<file path="src/rtl/dna_id_reporter.sv">
// Reads the 57-bit device ID out of DNA_PORT and reports it over the uart_tx byte
// interface as 15 upper-case hex digits, optionally followed by CR LF.
module dna_id_reporter #(
  parameter int AUTO_START    = 1,
  parameter int REPEAT_CYCLES = 50_000_000,
  parameter int SEND_CRLF     = 1,
  parameter int BUSY_LAT      = 2
) (
  input  logic        i_clk,
  input  logic        i_rst_n,
  input  logic        i_start,
  input  logic        i_dna_dout,
  output logic        o_dna_read,
  output logic        o_dna_shift,
  input  logic        i_tx_busy,
  output logic [7:0]  o_tx_data,
  output logic        o_tx_we,
  output logic [56:0] o_dna,
  output logic        o_dna_valid,
  output logic        o_busy,
  output logic        o_done,
  output logic [2:0]  o_dbg_state
);

  typedef enum logic [2:0] {
    S_IDLE, S_LOAD, S_SHIFT, S_TXWAIT, S_TXSTB, S_TXLAT, S_TXBUSY, S_FIN
  } state_t;

  localparam logic [4:0] LAST_BYTE = (SEND_CRLF != 0) ? 5'd16 : 5'd14;
  localparam int LAT_W = (BUSY_LAT > 1) ? $clog2(BUSY_LAT) : 1;
  localparam logic [LAT_W-1:0] LAT_MAX = LAT_W'((BUSY_LAT > 0) ? BUSY_LAT - 1 : 0);

  state_t           state, state_nx;
  logic             first_cycle;
  logic [5:0]       bit_cnt;
  logic [4:0]       byte_cnt;
  logic [LAT_W-1:0] lat_cnt;
  logic [55:0]      shreg;
  logic             period_tick;
  logic             trigger;

  // Byte n of the report: nibble n of the 60-bit zero-extended ID, MSB first, then CR LF.
  function automatic logic [7:0] hex_byte(input logic [56:0] id, input logic [4:0] idx);
    logic [59:0] shifted;
    logic [3:0]  nib;
    shifted = {3'b000, id} << {idx, 2'b00};
    nib     = shifted[59:56];
    case (idx)
      5'd15:   hex_byte = 8'h0D;
      5'd16:   hex_byte = 8'h0A;
      default: hex_byte = (nib < 4'd10) ? 8'h30 + {4'h0, nib} : 8'h37 + {4'h0, nib};
    endcase
  endfunction

  if (REPEAT_CYCLES > 0) begin : g_period
    localparam int PW = (REPEAT_CYCLES > 1) ? $clog2(REPEAT_CYCLES) : 1;
    localparam logic [PW-1:0] P_MAX = PW'(REPEAT_CYCLES - 1);
    logic [PW-1:0] period_cnt;
    always_ff @(posedge i_clk or negedge i_rst_n) begin
      if (!i_rst_n)                 period_cnt <= '0;
      else if (period_cnt == P_MAX) period_cnt <= '0;
      else                          period_cnt <= period_cnt + PW'(1);
    end
    assign period_tick = (period_cnt == P_MAX);
  end else begin : g_no_period
    assign period_tick = 1'b0;
  end

  assign trigger = i_start | period_tick | first_cycle;

  always_ff @(posedge i_clk or negedge i_rst_n) begin
    if (!i_rst_n) state <= S_IDLE;
    else          state <= state_nx;
  end

  // uart_tx handshake: a byte is offered (o_tx_we for one cycle) only after i_tx_busy was
  // seen low; busy is then ignored for BUSY_LAT cycles and the next byte waits for it to drop.
  always_comb begin
    state_nx = state;
    case (state)
      S_IDLE:   if (trigger) state_nx = S_LOAD;
      S_LOAD:   state_nx = S_SHIFT;
      S_SHIFT:  if (bit_cnt == 6'd56) state_nx = S_TXWAIT;
      S_TXWAIT: if (!i_tx_busy) state_nx = S_TXSTB;
      S_TXSTB:  state_nx = (BUSY_LAT > 0) ? S_TXLAT : S_TXBUSY;
      S_TXLAT:  if (lat_cnt == LAT_MAX) state_nx = S_TXBUSY;
      S_TXBUSY: if (!i_tx_busy) state_nx = (byte_cnt == LAST_BYTE) ? S_FIN : S_TXWAIT;
      S_FIN:    state_nx = S_IDLE;
      default:  state_nx = S_IDLE;
    endcase
  end

  always_comb begin
    o_dna_read  = (state == S_LOAD);
    o_dna_shift = (state == S_SHIFT) && (bit_cnt != 6'd56);
    o_tx_we     = (state == S_TXSTB);
    o_busy      = (state != S_IDLE);
    o_done      = (state == S_FIN);
    o_dbg_state = state;
  end

  always_ff @(posedge i_clk or negedge i_rst_n) begin
    if (!i_rst_n) begin
      first_cycle <= (AUTO_START != 0);
      bit_cnt     <= '0;
      byte_cnt    <= '0;
      lat_cnt     <= '0;
      shreg       <= '0;
      o_dna       <= '0;
      o_dna_valid <= 1'b0;
      o_tx_data   <= '0;
    end else begin
      first_cycle <= 1'b0;
      case (state)
        S_LOAD: bit_cnt <= '0;
        S_SHIFT: begin
          shreg   <= {shreg[54:0], i_dna_dout};
          bit_cnt <= bit_cnt + 6'd1;
          if (bit_cnt == 6'd56) begin
            o_dna       <= {shreg, i_dna_dout};
            o_dna_valid <= 1'b1;
            byte_cnt    <= '0;
          end
        end
        S_TXWAIT: if (!i_tx_busy) o_tx_data <= hex_byte(o_dna, byte_cnt);
        S_TXSTB:  lat_cnt <= '0;
        S_TXLAT:  lat_cnt <= lat_cnt + LAT_W'(1);
        S_TXBUSY: if (!i_tx_busy && byte_cnt != LAST_BYTE) byte_cnt <= byte_cnt + 5'd1;
        default: ;
      endcase
    end
  end

endmodule

</file>
<file path="config.mk">
export PLATFORM = sky130hd
export DESIGN_NAME = dna_id_reporter
export DESIGN_NICKNAME = d
export VERILOG_FILES = /design/src/rtl/dna_id_reporter.sv
export SDC_FILE = /design/constraint.sdc
export NUM_CORES = 1
export LEC_CHECK = 0
export ABC_CLOCK_PERIOD_IN_PS = 5170
export CAP_MARGIN = 10
export CORE_MARGIN = 2
export CORE_UTILIZATION = 44
export DETAILED_ROUTE_END_ITERATION = 16
export PLACE_DENSITY = 0.67
export SYNTH_ARGS = -nofsm -noshare
export SYNTH_HDL_FRONTEND = slang
export SYNTH_SLANG_ARGS = --single-unit
</file>
<file path="constraint.sdc">
create_clock -name i_clk -period 5.17 [get_ports i_clk]
set_input_delay 1.2925 -clock i_clk [delete_from_list [all_inputs] [get_ports i_clk]]
set_output_delay 1.2925 -clock i_clk [all_outputs]
set_load 0.005 [all_outputs]
</file>
Word level (Yosys, flattened, before mapping)
Cells that the tools add are included.

storage, ports and cells
  flip-flop bits (word level) = 164
  output and inout bits = 74

operators by class
  $add $sub $neg = 6
  order comparisons = 1
  equality and inequality tests = 19
  shift-type cells = 1
  multiplexer cells = 15
  bitwise gates (word level) = 3
  reductions and logical operators = 12

operators by type and width
  operator                                       number
  << shifter 57 x 7 -> 60 bit                    1
  adder 26 x 1 -> 26 bit, second input constant  1
  == test 26 bit, second input constant          1
  2-to-1 mux 26 bit                              1
  one-hot mux 3 bit (8 select lines)             1
  2-to-1 mux 3 bit                               6
  adder 6 x 4 -> 7 bit, first input constant     2
  one-hot mux 7 bit (2 select lines)             1
  == test 3 bit, second input constant           4
  != test 2 bit, second input constant           6
  one-hot mux 6 bit (2 select lines)             1
  2-to-1 mux 5 bit                               2
  one-hot mux 5 bit (2 select lines)             1
  2-to-1 mux 7 bit                               1
  adder 6 x 1 -> 6 bit, second input constant    1
  == test 3 x 2 -> 1 bit, second input constant  2
  == test 6 bit, second input constant           1
  != test 6 bit, second input constant           1
  nonzero test 2 bit                             3
  adder 5 x 1 -> 5 bit, second input constant    1
  == test 5 x 4 -> 1 bit, second input constant  1
  == test 5 bit, second input constant           1
  != test 5 bit, second input constant           1
  AND reduction 5 bit                            1
  12 further kinds                               15

Logic depth before layout (Yosys ltp)
  depth after elaboration = 5
  gate-level depth with buffers = 11
  mapped depth without buffers = 9

Worst setup path after synthesis
OpenSTA, ideal clock, no wires.

  path kind = register -> output
  start point = register state[2], in the netlist o_dbg_state[2]
  end point = output port o_dna_shift
  arrival = 1411 ps
  data required time = 3878 ps
  slack = 2466 ps
  stages on the path, launching flop included = 7
  cells stage by stage = dfrtp_1 -> clkbuf_1 -> inv_1 -> nand2b_1 -> clkbuf_1 -> clkbuf_1 -> nor2_1

on the way
  word-level cells in the longest chain between the ends = 2

RTL lines
  element                 RTL line  text
  from (decl)             33        state_t state, state_nx;
  from (signal assigned)  73        else state <= state_nx;
  == test 3 x 2 -> 1 bit  95        o_dna_shift = (state == S_SHIFT) && (bit_cnt != 6'd56);
  logical AND 1 bit       95
  to (decl)               14        output logic o_dna_shift,

Every way passes these cells.

Final worst setup path
  start point = register state[1], in the netlist o_dbg_state[1]
  end point = output port o_dna_shift

The elaborated chain is that of the path after synthesis.

==> results.tsv <==
metric	value	unit
status	finished clean	
seqCellArea	4080	sq um
clock.fmax	288	MHz
setup_violations	0	
die_h	133	um
synth-seq-area-share	56.1	%
path_max_fanout	14	
clkSlewWorstSetupHoldPaths	0.06	ns
routabilityCongestion	0.836	
antenna_found_initial	0	
timing.final.crit_share	67.2	%
route.vias.total	5012	
min_path_cells	1	
gr-usage-all-layers	19.6	%
h-tree-depth	4	
row_count	46	
r2r_slack	1.92	ns
fin_tns_setup	0	ns
gr-total-overflow	0	
core_area	16000	sq um
r2r_start	o_dbg_state[1]	
ios	79	
worstSetupPathType	reg2out	
postCtsSetupRepairBufs	0	
ys_ff_latch	163	
syn_area	7270	sq um
worstMarginPinSlew	1.07	ns
grt_pass1_vias	5295	
dieArea	17600	sq um
arrival	2.18	ns
p_leak	4.31	nW
place_area	8220	sq um
cts_sinks	163	
cts_tree	done	
synthToLayoutAreaGrowth	21.7	%
avgViaCountPerCell	5.18	
ys_warn_count	0	
portBuffers	77	
avgSynthCellArea	10.9	sq um
powerDensity	424	nW/um^2
r2r_cells	6	
nets	750	
reg2reg_to	o_dna[55]	
first_pass_iters	4	
min_path_type	reg2reg	
antennaDiodeCount	0	
layout_min_cycle_time	3.48	ns
skew	0.00895	ns
top_usage_layer	met2	
timing.slew.headroom	28.3	%
drt-initial-drc-count	286	
fill_cells	1411	
crit_required	3.88	ns
drt_drc_violations_left	0	
slowest_stage	dfrtp_1	
finalMaxSlewViolations	0	
use_met3	5.29	%
synth_edf_count	0	
grt_start_max_net_pins	87	
cts_root_buffer	clkbuf_16	
cts_resized	0	
cap_viol_max_count	0	
ys.flop_type	dfrtp_1	
hold_end	o_dna_valid	
multi_input_area	3010	sq um
startpoint_type	flip-flop	
die_x	133	um
cp_cell_sequence	nand2b_1 -> nand2b_2 -> nor2_1 -> clkdlybuf4s50_1	
grt_pass1_wl	27.4	mm
wire_per_inst	17.0	um
worstSkewPairLatency	0.43	ns
placed_cells_incl_taps	935	
ant_nets	0	
drive_above_1_share	15.8	%
yosysTopAreaCell	dfrtp_1	
met1_usage	26.5	%
ys_types	54	
rsz0062_at_grt	no	
synth_top_cell_area_share	55.8	%
end_kind	primary output	
cts_max_path_buffers	2	
stdcell_count	967	
final_hold_viol_count	0	
ir_drop	268	uV
postCtsHoldBufs	0	
min_from	o_dna_valid	
grt_use_met2	30.6	%
slowest_delay	0.59	ns
dp_hpwl	10.8	mm
initial_core_util	45.4	%
yosys-top-cells-area	dfrtp_1 56%, nand2_1 10%, mux2_2 9.1%	
numCtsBuffers	17	
synthArstFlopShare	100	%
wirelength	16.4	mm
postSynthCellCount	664	
fin_area	8850	sq um
## routing by layer
layer  vias up  part of all wire, %  routed length, um
li1       2376                    -                  -
met5         -                    0                  0
met3        14                  4.2                697
met2       101                   48               7860
met1      2521                   47               7660
met4         0                  1.3                213
## state kept, by name, indices dropped and copies added, names as in the netlist
signal,flops
o_dna,57
shreg,56
g_period.period_cnt,26
o_tx_data,7
bit_cnt,6
byte_cnt,5
o_dbg_state,3
first_cycle,1
lat_cnt,1
o_dna_valid,1
## synth_stat cells, types with 2 or more instances
cell / n
buf_4: 2
mux4_2: 8
nand2_1: 196
a31oi_1: 3
xnor2_1: 10
nand3b_1: 2
o31ai_1: 3
or3_1: 3
xor2_1: 18
and3_1: 8
o21ai_0: 16
nand4_1: 5
nor4b_1: 2
nand2b_2: 2
and2_1: 2
clkbuf_1: 17
and4_1: 3
mux2i_1: 20
a21oi_1: 7
buf_1: 6
nor4_1: 3
buf_6: 3
mux2_2: 59
nor3b_1: 3
ha_1: 7
nor3_1: 4
a22o_1: 2
inv_1: 9
nor2_1: 34
nand3_1: 16
nand2b_1: 7
dfrtp_1: 162
## logic make-up (layout without fill, tap and decap cells)
kind of cell,count (synthesis),in the layout,synth area share [%]
compound gates,41,41,3.80
xor+xnor,28,28,3.37
fa+ha+maj,7,7,1.20
buf+inv,40,126,2.75
flops,163,163,56.1
mux,90,90,15.2
other cells,1,2,0.0516
simple gates,294,294,17.5
## power breakdown
| group | leakage (nW) | internal (mW) | switching [mW] |
|---|---|---|---|
| sequential | 2.21 | 1.42 | 0.205 |
| clock | 0.304 | 0.817 | 0.514 |
| combinational | 1.80 | 0.326 | 0.474 |
| total | 4.31 | 2.56 | 1.19 |
## worst max path at each step
stage	from	end	slack [ns]	depth (start not counted)
floorplan	o_dbg_state[2]	o_dna_shift	2.47	6
global placement	o_dbg_state[0]	o_dna[42]	2.02	6
detailed placement	o_dbg_state[1]	o_dna[50]	1.92	6
CTS	o_dbg_state[1]	o_dna_shift	1.65	4
global route	o_dbg_state[1]	o_dna_shift	1.54	4
finish	o_dbg_state[1]	o_dna_shift	1.69	4
## cells in the final DEF (no fill, tap or decap), types with 3 or more instances in the layout
cell | netlist | final
nor3_1 | 4 | 4
nand4_1 | 5 | 5
bufinv_16 | 0 | 3
ha_1 | 7 | 7
clkbuf_16 | 0 | 17
xnor2_1 | 10 | 10
clkdlybuf4s50_1 | 0 | 76
o31ai_1 | 3 | 3
nor3b_1 | 3 | 3
mux2_2 | 59 | 59
nand3_1 | 16 | 16
nor2_1 | 34 | 33
o21ai_0 | 16 | 16
a21oi_1 | 7 | 7
nand2b_1 | 7 | 6
and3_1 | 8 | 8
or3_1 | 3 | 3
a31oi_1 | 3 | 3
mux2i_1 | 20 | 20
mux4_2 | 8 | 8
buf_4 | 2 | 7
xor2_1 | 18 | 18
inv_1 | 9 | 9
nand2_1 | 196 | 195
and4_1 | 3 | 3
inv_6 | 0 | 3
nand2b_2 | 2 | 3
clkbuf_8 | 0 | 4
dfrtp_1 | 162 | 162
nor4_1 | 3 | 3
## stage by stage
step	setup WS, ns	power (mW)	utilization [%]	hold WS (ns)
after floorplan	2.47	2.17	-	0.442
after global placement	2.02	2.40	51.4	0.461
after detailed placement	1.92	2.44	51.4	0.461
after CTS	1.65	3.78	55.3	0.479
after global routing	1.54	3.96	55.3	0.522
final	1.69	3.75	55.3	0.471
## worst max-delay path: cells and delay by family (launching register included)
kind	cells	cell delay (ns)
simple gates	3	0.64
buf+inv	1	0.54
flops	1	0.59
## layout make-up
cell class              instances  area share [%]
clock buffers                  22            5.47
clock inverters                10            1.64
inverters                      10           0.424
multi-input cells             462            34.0
flip-flops and latches        163            46.1
well taps                     216            3.05
repair buffers                 84            9.32
(Power assumes the default switching activity.)
